### config.mk
export PLATFORM = sky130hd
export DESIGN_NAME = rst_seq_gen
export DESIGN_NICKNAME = d
export VERILOG_FILES = /design/src/rtl/rst_seq_gen.sv
export SDC_FILE = /design/constraint.sdc
export NUM_CORES = 1
export LEC_CHECK = 0
export CAP_MARGIN = 30
export CORE_MARGIN = 2
export CORE_UTILIZATION = 61
export DETAILED_ROUTE_END_ITERATION = 6
export PLACE_DENSITY = 0.85
export SLEW_MARGIN = 20
export SYNTH_ARGS = -nofsm -noshare
export SYNTH_HDL_FRONTEND = slang
export SYNTH_SLANG_ARGS = --single-unit
export TNS_END_PERCENT = 30
### constraint.sdc
create_clock -name Clk_CI -period 3.8 [get_ports Clk_CI]
set_input_delay 0.76 -clock Clk_CI [delete_from_list [all_inputs] [get_ports Clk_CI]]
set_output_delay 0.76 -clock Clk_CI [all_outputs]
set_load 0.02 [all_outputs]
### src/rtl/rst_seq_gen.sv
// Reset sequencer: synchronised lock gates a programmable delay, then releases N_RST resets one gap apart.
// Async inputs take SYNC_STAGES cycles to be visible; every output is registered, adding one more cycle.
module rst_seq_gen #(
  parameter int N_RST       = 4,
  parameter int CNT_W       = 16,
  parameter int SYNC_STAGES = 3,
  parameter int GAP_CYCLES  = 16,
  parameter int MIN_ASSERT  = 16
) (
  input  logic             Clk_CI,
  input  logic             Rst_RBI,
  input  logic             Locked_SI,
  input  logic [N_RST-1:0] RstReq_RBI,
  input  logic             SwRst_SI,
  input  logic [CNT_W-1:0] Delay_DI,
  input  logic             ClkEn_SI,
  output logic [N_RST-1:0] Rst_RBO,
  output logic             ClkEn_SO,
  output logic             Busy_SO,
  output logic [2:0]       State_SO
);

  localparam int IDX_W = (N_RST > 1) ? $clog2(N_RST) : 1;
  localparam int STR_W = $clog2(SYNC_STAGES + 1);
  localparam logic [CNT_W-1:0] HOLD_LOAD = CNT_W'(MIN_ASSERT - 1);
  localparam logic [CNT_W-1:0] GAP_LOAD  = CNT_W'(GAP_CYCLES - 1);
  localparam logic [IDX_W-1:0] IDX_LAST  = IDX_W'(N_RST - 1);

  typedef enum logic [2:0] {
    HOLD      = 3'd0,
    WAIT_LOCK = 3'd1,
    DELAY     = 3'd2,
    RELEASE   = 3'd3,
    RUN       = 3'd4
  } state_e;

  state_e                            state_q, state_d;
  logic [CNT_W-1:0]                  cnt_q, cnt_d;
  logic [IDX_W-1:0]                  idx_q, idx_d;
  logic [N_RST-1:0]                  en_q, en_d;
  logic [N_RST-1:0][STR_W-1:0]       str_q, str_d;
  logic [N_RST-1:0]                  rst_q, rst_d;
  logic                              clken_q, clken_d;
  logic [SYNC_STAGES-1:0]            lock_sync_q, lock_sync_d;
  logic [SYNC_STAGES-1:0]            clken_sync_q, clken_sync_d;
  logic [SYNC_STAGES-1:0][N_RST-1:0] req_sync_q, req_sync_d;
  logic [N_RST-1:0]                  rel_vec;
  logic                              lock_s, clken_s, fault;
  logic [N_RST-1:0]                  req_s;

  always_comb begin
    lock_sync_d  = {lock_sync_q[SYNC_STAGES-2:0], Locked_SI};
    clken_sync_d = {clken_sync_q[SYNC_STAGES-2:0], ClkEn_SI};
    req_sync_d   = {req_sync_q[SYNC_STAGES-2:0], RstReq_RBI};
    lock_s       = lock_sync_q[SYNC_STAGES-1];
    clken_s      = clken_sync_q[SYNC_STAGES-1];
    req_s        = req_sync_q[SYNC_STAGES-1];
  end

  // WAIT_LOCK simply waits for lock; only the later states treat a missing lock as a fault.
  assign fault = SwRst_SI || (!lock_s && (state_q inside {DELAY, RELEASE, RUN}));

  always_comb begin
    state_d = state_q;
    cnt_d   = cnt_q;
    idx_d   = idx_q;
    rel_vec = '0;
    case (state_q)
      HOLD: begin
        if (cnt_q == '0) state_d = WAIT_LOCK;
        else             cnt_d   = cnt_q - CNT_W'(1);
      end
      WAIT_LOCK: begin
        if (lock_s) begin
          state_d = DELAY;
          cnt_d   = Delay_DI;
        end
      end
      DELAY: begin
        if (cnt_q <= CNT_W'(1)) begin
          state_d = RELEASE;
          idx_d   = '0;
          cnt_d   = GAP_LOAD;
          rel_vec = N_RST'(1);
        end else begin
          cnt_d = cnt_q - CNT_W'(1);
        end
      end
      RELEASE: begin
        if (cnt_q != '0) begin
          cnt_d = cnt_q - CNT_W'(1);
        end else if (idx_q == IDX_LAST) begin
          state_d = RUN;
        end else begin
          idx_d   = idx_q + IDX_W'(1);
          cnt_d   = GAP_LOAD;
          rel_vec = N_RST'(1) << idx_d;
        end
      end
      RUN: ;
      default: begin
        state_d = HOLD;
        cnt_d   = HOLD_LOAD;
      end
    endcase
    if (fault) begin
      state_d = HOLD;
      cnt_d   = HOLD_LOAD;
      idx_d   = '0;
    end
  end

  // A channel is scheduled once en is set; it stays low until its request has been quiet for SYNC_STAGES cycles.
  always_comb begin
    str_d   = str_q;
    rst_d   = '0;
    en_d    = (state_d == RELEASE || state_d == RUN) ? (en_q | rel_vec) : '0;
    clken_d = (state_q == RUN) && !fault && clken_s;
    for (int i = 0; i < N_RST; i++) begin
      if (!req_s[i])            str_d[i] = STR_W'(SYNC_STAGES);
      else if (str_q[i] != '0)  str_d[i] = str_q[i] - STR_W'(1);
      rst_d[i] = en_d[i] && req_s[i] && (str_q[i] <= STR_W'(1));
    end
  end

  always_ff @(posedge Clk_CI or negedge Rst_RBI) begin
    if (!Rst_RBI) begin
      state_q      <= HOLD;
      cnt_q        <= HOLD_LOAD;
      idx_q        <= '0;
      en_q         <= '0;
      str_q        <= '0;
      rst_q        <= '0;
      clken_q      <= 1'b0;
      lock_sync_q  <= '0;
      clken_sync_q <= '0;
      req_sync_q   <= '0;
    end else begin
      state_q      <= state_d;
      cnt_q        <= cnt_d;
      idx_q        <= idx_d;
      en_q         <= en_d;
      str_q        <= str_d;
      rst_q        <= rst_d;
      clken_q      <= clken_d;
      lock_sync_q  <= lock_sync_d;
      clken_sync_q <= clken_sync_d;
      req_sync_q   <= req_sync_d;
    end
  end

  assign Rst_RBO  = rst_q;
  assign ClkEn_SO = clken_q;
  assign Busy_SO  = (state_q != RUN);
  assign State_SO = state_q;

endmodule

# [Word-level counts from Yosys, hierarchy flattened]
# Cells that the tools add are included.
[word_totals] reg_bits=56 inputBits=25 out_inout_bits=9 wordCells=105
[classes] addsub=6 n_lt_le_gt_ge=5 eq_ne=19 n_shift=1 n_mux=32 bitwise_logic=1 reduce_logical=26
[ops] operator="$mux 16" count=6
[ops] operator="$pmux 16 s5" count=1
[ops] operator="$mux 2" count=12
[ops] operator="$mux 3" count=6
[ops] operator="$le 16x1->1 const B" count=1
[ops] operator="$logic_not 16->1" count=1
[ops] operator="$reduce_bool 16->1" count=1
[ops] operator="$sub 16x1->16 const B" count=1
[ops] operator="$ne 3x3->1 const B" count=5
[ops] operator="$pmux 3 s5" count=1
[ops] operator="$mux 4" count=3
[ops] operator="$logic_and 1x1->1" count=11
[ops] operator="$eq 3x2->1 const B" count=3
[ops] operator="$le 2x1->1 const B" count=4
[ops] operator="$ne 2x1->1 const B" count=4
[ops] operator="$pmux 4 s2" count=1
[ops] operator="$reduce_and 4->1" count=2
[ops] operator="$reduce_bool 2->1" count=4
[ops] operator="$sub 2x1->2 const B" count=4
[ops] operator="$eq 3x3->1 const B" count=2
[ops] operator="$reduce_bool 3->1" count=2
[ops] operator="$ne 4x4->1 const B" count=1
[ops] operator="$or 4x4->4" count=1
[ops] operator="$pmux 2 s2" count=1
[ops] operator="other kinds (10)" count=12

# [Depth between registers and ports, before layout]
[logic_depth] ltp_word=10 ltp_mapped=8 ltp_nobuf=7

# [Worst setup path after synthesis]
# Ideal clock, no wire load.
[synth_timing] path_type="reg-to-reg" start="register cnt_q[0]" end="register cnt_q[11]" setup_ns=0.087 arrival_time_ns=1.883 required_ns=3.713 slack_ns=1.830 stages_incl_launch_ff=9 path_buffers=1 period_less_slack_ns=1.970 path_cell_list="dfstp_2 -> inv_1 -> ha_1 -> o21ba_2 -> a32oi_1 -> o21ai_2 -> buf_4 -> o31a_1 -> o211ai_1"
[synth_via] elab_chain_len=4 elab_cells_between_ends=12 cone_classes="add/sub (1); order compare (1); eq/ne (2); mux (5); reduce/logical (3)"
[synth_rtl] element="start: declaration" line="38" source="logic [CNT_W-1:0] cnt_q, cnt_d;"
[synth_rtl] element="start signal: assignment" line="140" source="cnt_q <= cnt_d;"
[synth_rtl] element="$sub 16x1->16, or another cell as far along" line="71, 86, 91"
[synth_rtl] element="$mux 16, on equally long branches" line="90, 70, 80"
[synth_rtl] element="$pmux 16 s5" line="68" source="case (state_q)"
[synth_rtl] element="$mux 16" line="106" source="if (fault) begin"
# Several ways; a longest one is shown, not always the timed one. The select of a mux whose other input is x is not followed.
# A chain may end at the register's enable or synchronous reset.

# [Worst setup path after layout]
[layout_timing] start="register state_q[1] (netlist: State_SO[1])" end="output Busy_SO"
[layout_via] elab_chain_len=1
[layout_rtl] element="start: declaration" line="37" source="state_e state_q, state_d;"
[layout_rtl] element="start signal: assignment" line="139" source="state_q <= state_d;"
[layout_rtl] element="$ne 3x3->1" line="154" source="assign Busy_SO = (state_q != RUN);"
[layout_rtl] element="end: declaration" line="19" source="output logic Busy_SO,"
# Every way passes these cells.

==> flow_metrics.py <==
metrics = {
    "run_status": {
        "outcome": "completed",
    },
    "synthesis": {
        "synth_edf_count": 0,
        "ys_seq_elements": 56,
        "synth_flop_cell": "dfrtp_1",
        "synthTopCellsByCount": "dfrtp_1 (52), nand2_1 (39), nor2_1 (17), ha_1 (16), inv_1 (14)",
        "synth_top_cells_by_area": "dfrtp_1 (43%), ha_1 (6.6%), nand2_1 (4.8%)",
        "yosys.area.top_type": "dfrtp_1",
        "syn_area_per_cell_um2": 10.4,
        "ys_types": 67,
        "async_reset_ff_share_pct": 100,
        "synth_top_area_share_pct": 42.7,
        "synth_area_um2": 3050,
        "netlist_instances": 293,
        "synth_fp_nets": 334,
        "synth_most_common_cell": "dfrtp_1",
        "ys.warnings.count": 0,
        "yosysSeqAreaShare_pct": 46.1,
    },
    "clocking": {
        "h-tree-depth": 2,
        "cts_buffer_depth": 2,
        "cts_sinks": 56,
        "cts_resized": 0,
        "postCtsHoldBufs": 0,
        "postCtsSetupRepairBufs": 0,
        "clk_transition_reported_paths_ps": 100,
        "cts_tree": "built",
        "cts_root_buffer": "clkbuf_8",
        "insertion_delay_ps": 310,
        "cts_made_buffers": 5,
    },
    "critical_path": {
        "worstPathCellList": "nor2_1 -> nand2_1 -> clkdlybuf4s50_1",
        "cpMaxStageDelayCell": "dfrtp_1",
        "reg2reg_to": "cnt_q[12]",
        "required_ps": 3040,
        "reg2reg_depth": 5,
        "critical-path-max-stage-delay_ps": 640,
        "cp.buffers_inverters": 1,
        "critPathMaxFanout": 14,
        "cp_top_family": "flip-flops",
        "r2r_setup_slack_ps": 1270,
        "crit_type": "reg2out",
        "worst_setup_path_end_kind": "primary output",
        "start_kind": "flop",
        "timing.rr.start": "cnt_q[11]",
        "cp_data_arrival_time_ps": 1940,
    },
    "global_routing": {
        "grt_max_degree": 35,
        "grt_pass1_wl_mm": 10.8,
        "track_usage_pct": 25.6,
        "gr-total-overflow": 0,
        "antenna_found_initial": 0,
        "grt_pass1_vias": 2362,
    },
    "timing": {
        "hold_viol": 0,
        "relSlewSlack_pct": 35.0,
        "drv_slew": 0,
        "setup_tns_ps": 0,
        "report.final.setup_viol": 0,
        "skew_ps": 8.90,
        "rsz0062_at_grt": "false",
        "min_period_ps": 2700,
        "fmax_ghz": 0.370,
        "whs_ps": 354,
        "period_share_pct": 71.1,
        "worst_slew_pin_slew_ps": 973,
    },
    "hold_path": {
        "whs_path_depth": 0,
        "min_to": "clken_sync_q[2]",
        "min_from": "clken_sync_q[1]",
        "hold_path_class": "reg2reg",
    },
    "placed_design": {
        "placed_area_um2": 3390,
        "gp_congestion": 0.958,
        "portBuffers": 33,
        "dpl.hpwl_mm": 4.65,
    },
    "power_and_ir_drop": {
        "powerDensity_nw_per_um2": 339,
        "leakage_nw": 1.48,
        "max-vdd-ir-drop_uv": 317,
        "power_mw": 1.19,
    },
    "floorplan": {
        "rows": 25,
        "coreArea_um2": 4790,
        "die_h_um": 74.7,
        "ioPinCount": 34,
        "die_w_um": 74.7,
        "dieArea_um2": 5580,
        "initial_core_util_pct": 63.7,
    },
    "layout": {
        "regArea_um2": 1410,
        "final_layout_size_suffix_gt1_share_pct": 11.3,
        "diodes": 0,
        "multiInputGateArea_um2": 1520,
        "fin_area_um2": 3500,
        "syn_to_final_growth_pct": 14.8,
        "final_nets": 360,
        "nFillCells": 359,
    },
    "routing": {
        "vias_per_cell": 6.25,
        "ant_nets": 0,
        "firstDrtPassIters": 5,
        "vias": 2420,
        "drc": 0,
        "drt-initial-drc-count": 231,
        "routed_wl_mm": 6.48,
        "drt-wirelength-per-cell_um": 16.8,
    },
    "flow_run": {
        "max_cap_viol_count": 0,
    },
}
[per-layer routing]
layer	GRT usage (%)	vias up	share of wire (%)
met5	0	-	0
met4	10.9	0	1.4
met3	4.55	11	6.1
met2	40.5	93	49
met1	35.1	1201	44
li1	-	1115	-
[metrics by stage]
stage | util (%) | cells | worst slack [ps]
4_1_cts | 73.1 | 387 | 1130
5_1_grt | 73.2 | 387 | 1010
6_report | 73.2 | 387 | 1100
3_5_place_dp | 70.7 | 379 | 1090
3_3_place_gp | 70.7 | 379 | 1150
2_1_floorplan | - | 293 | 1830
[worst reg2reg max path: stages, from the launching register on]
cell	delay [ps]
dfrtp_1	470
nor3_1	540
nand4_1	290
o21ai_2	570
o21ai_0	210
a221o_1	330
[cell type report]
class                      count  share of cell area, %
multi-input combinational    208                   43.3
sequential                    56                   40.1
timing repair buffer          34                   9.50
tap                           67                   2.39
clock buffer                   6                   2.07
inverter                      14                   1.50
clock inverter                 2                   1.11
[layout by cell type, fill, tap and decap left out, drive strengths merged, types with 9 or more instances in the layout]
master / count
a21oi: 9
inv: 15
nor3: 14
clkdlybuf4s50: 32
nand2: 39
ha: 16
o21ai: 13
nor2: 18
dfrtp: 52
[worst max-delay path by stage]
stage          depth (start not counted)  slack, ps   endpoint         from
2_1_floorplan                          8       1830  cnt_q[11]     cnt_q[0]
3_3_place_gp                           6       1150   cnt_q[2]     SwRst_SI
3_5_place_dp                           6       1090   cnt_q[2]     SwRst_SI
4_1_cts                                3       1130    Busy_SO  State_SO[1]
5_1_grt                                3       1010    Busy_SO  State_SO[1]
6_report                               3       1100    Busy_SO  State_SO[1]
[sequential cells by signal, summed over array words and instances (netlist names)]
signal,count
ClkEn_SO,1
req_sync_d,8
req_s,4
State_SO,3
str_q,8
cnt_q,16
en_q,4
lock_sync_q,3
idx_q,2
clken_sync_q,3
Rst_RBO,4
[power by group]
group / leakage [nW] / total (mW) / internal (mW) / switching (mW)
Combinational: 0.730 / 0.144 / 0.0711 / 0.0725
Sequential: 0.698 / 0.648 / 0.628 / 0.0196
Clock: 0.0558 / 0.395 / 0.199 / 0.196
Total: 1.48 / 1.19 / 0.899 / 0.288
[cells by family after synthesis]
logic type                 count (synthesis)  synth area share, %
AOI/OAI and AO/OA                         70                 18.3
DFF                                       56                 46.1
buffers and inverters                     29                 4.39
muxes                                      6                 2.21
adders and majority gates                 16                 6.56
xor gates and xnor gates                   4                 1.15
and+or+nand+nor                          112                 21.3
(Power assumes the default switching activity.)
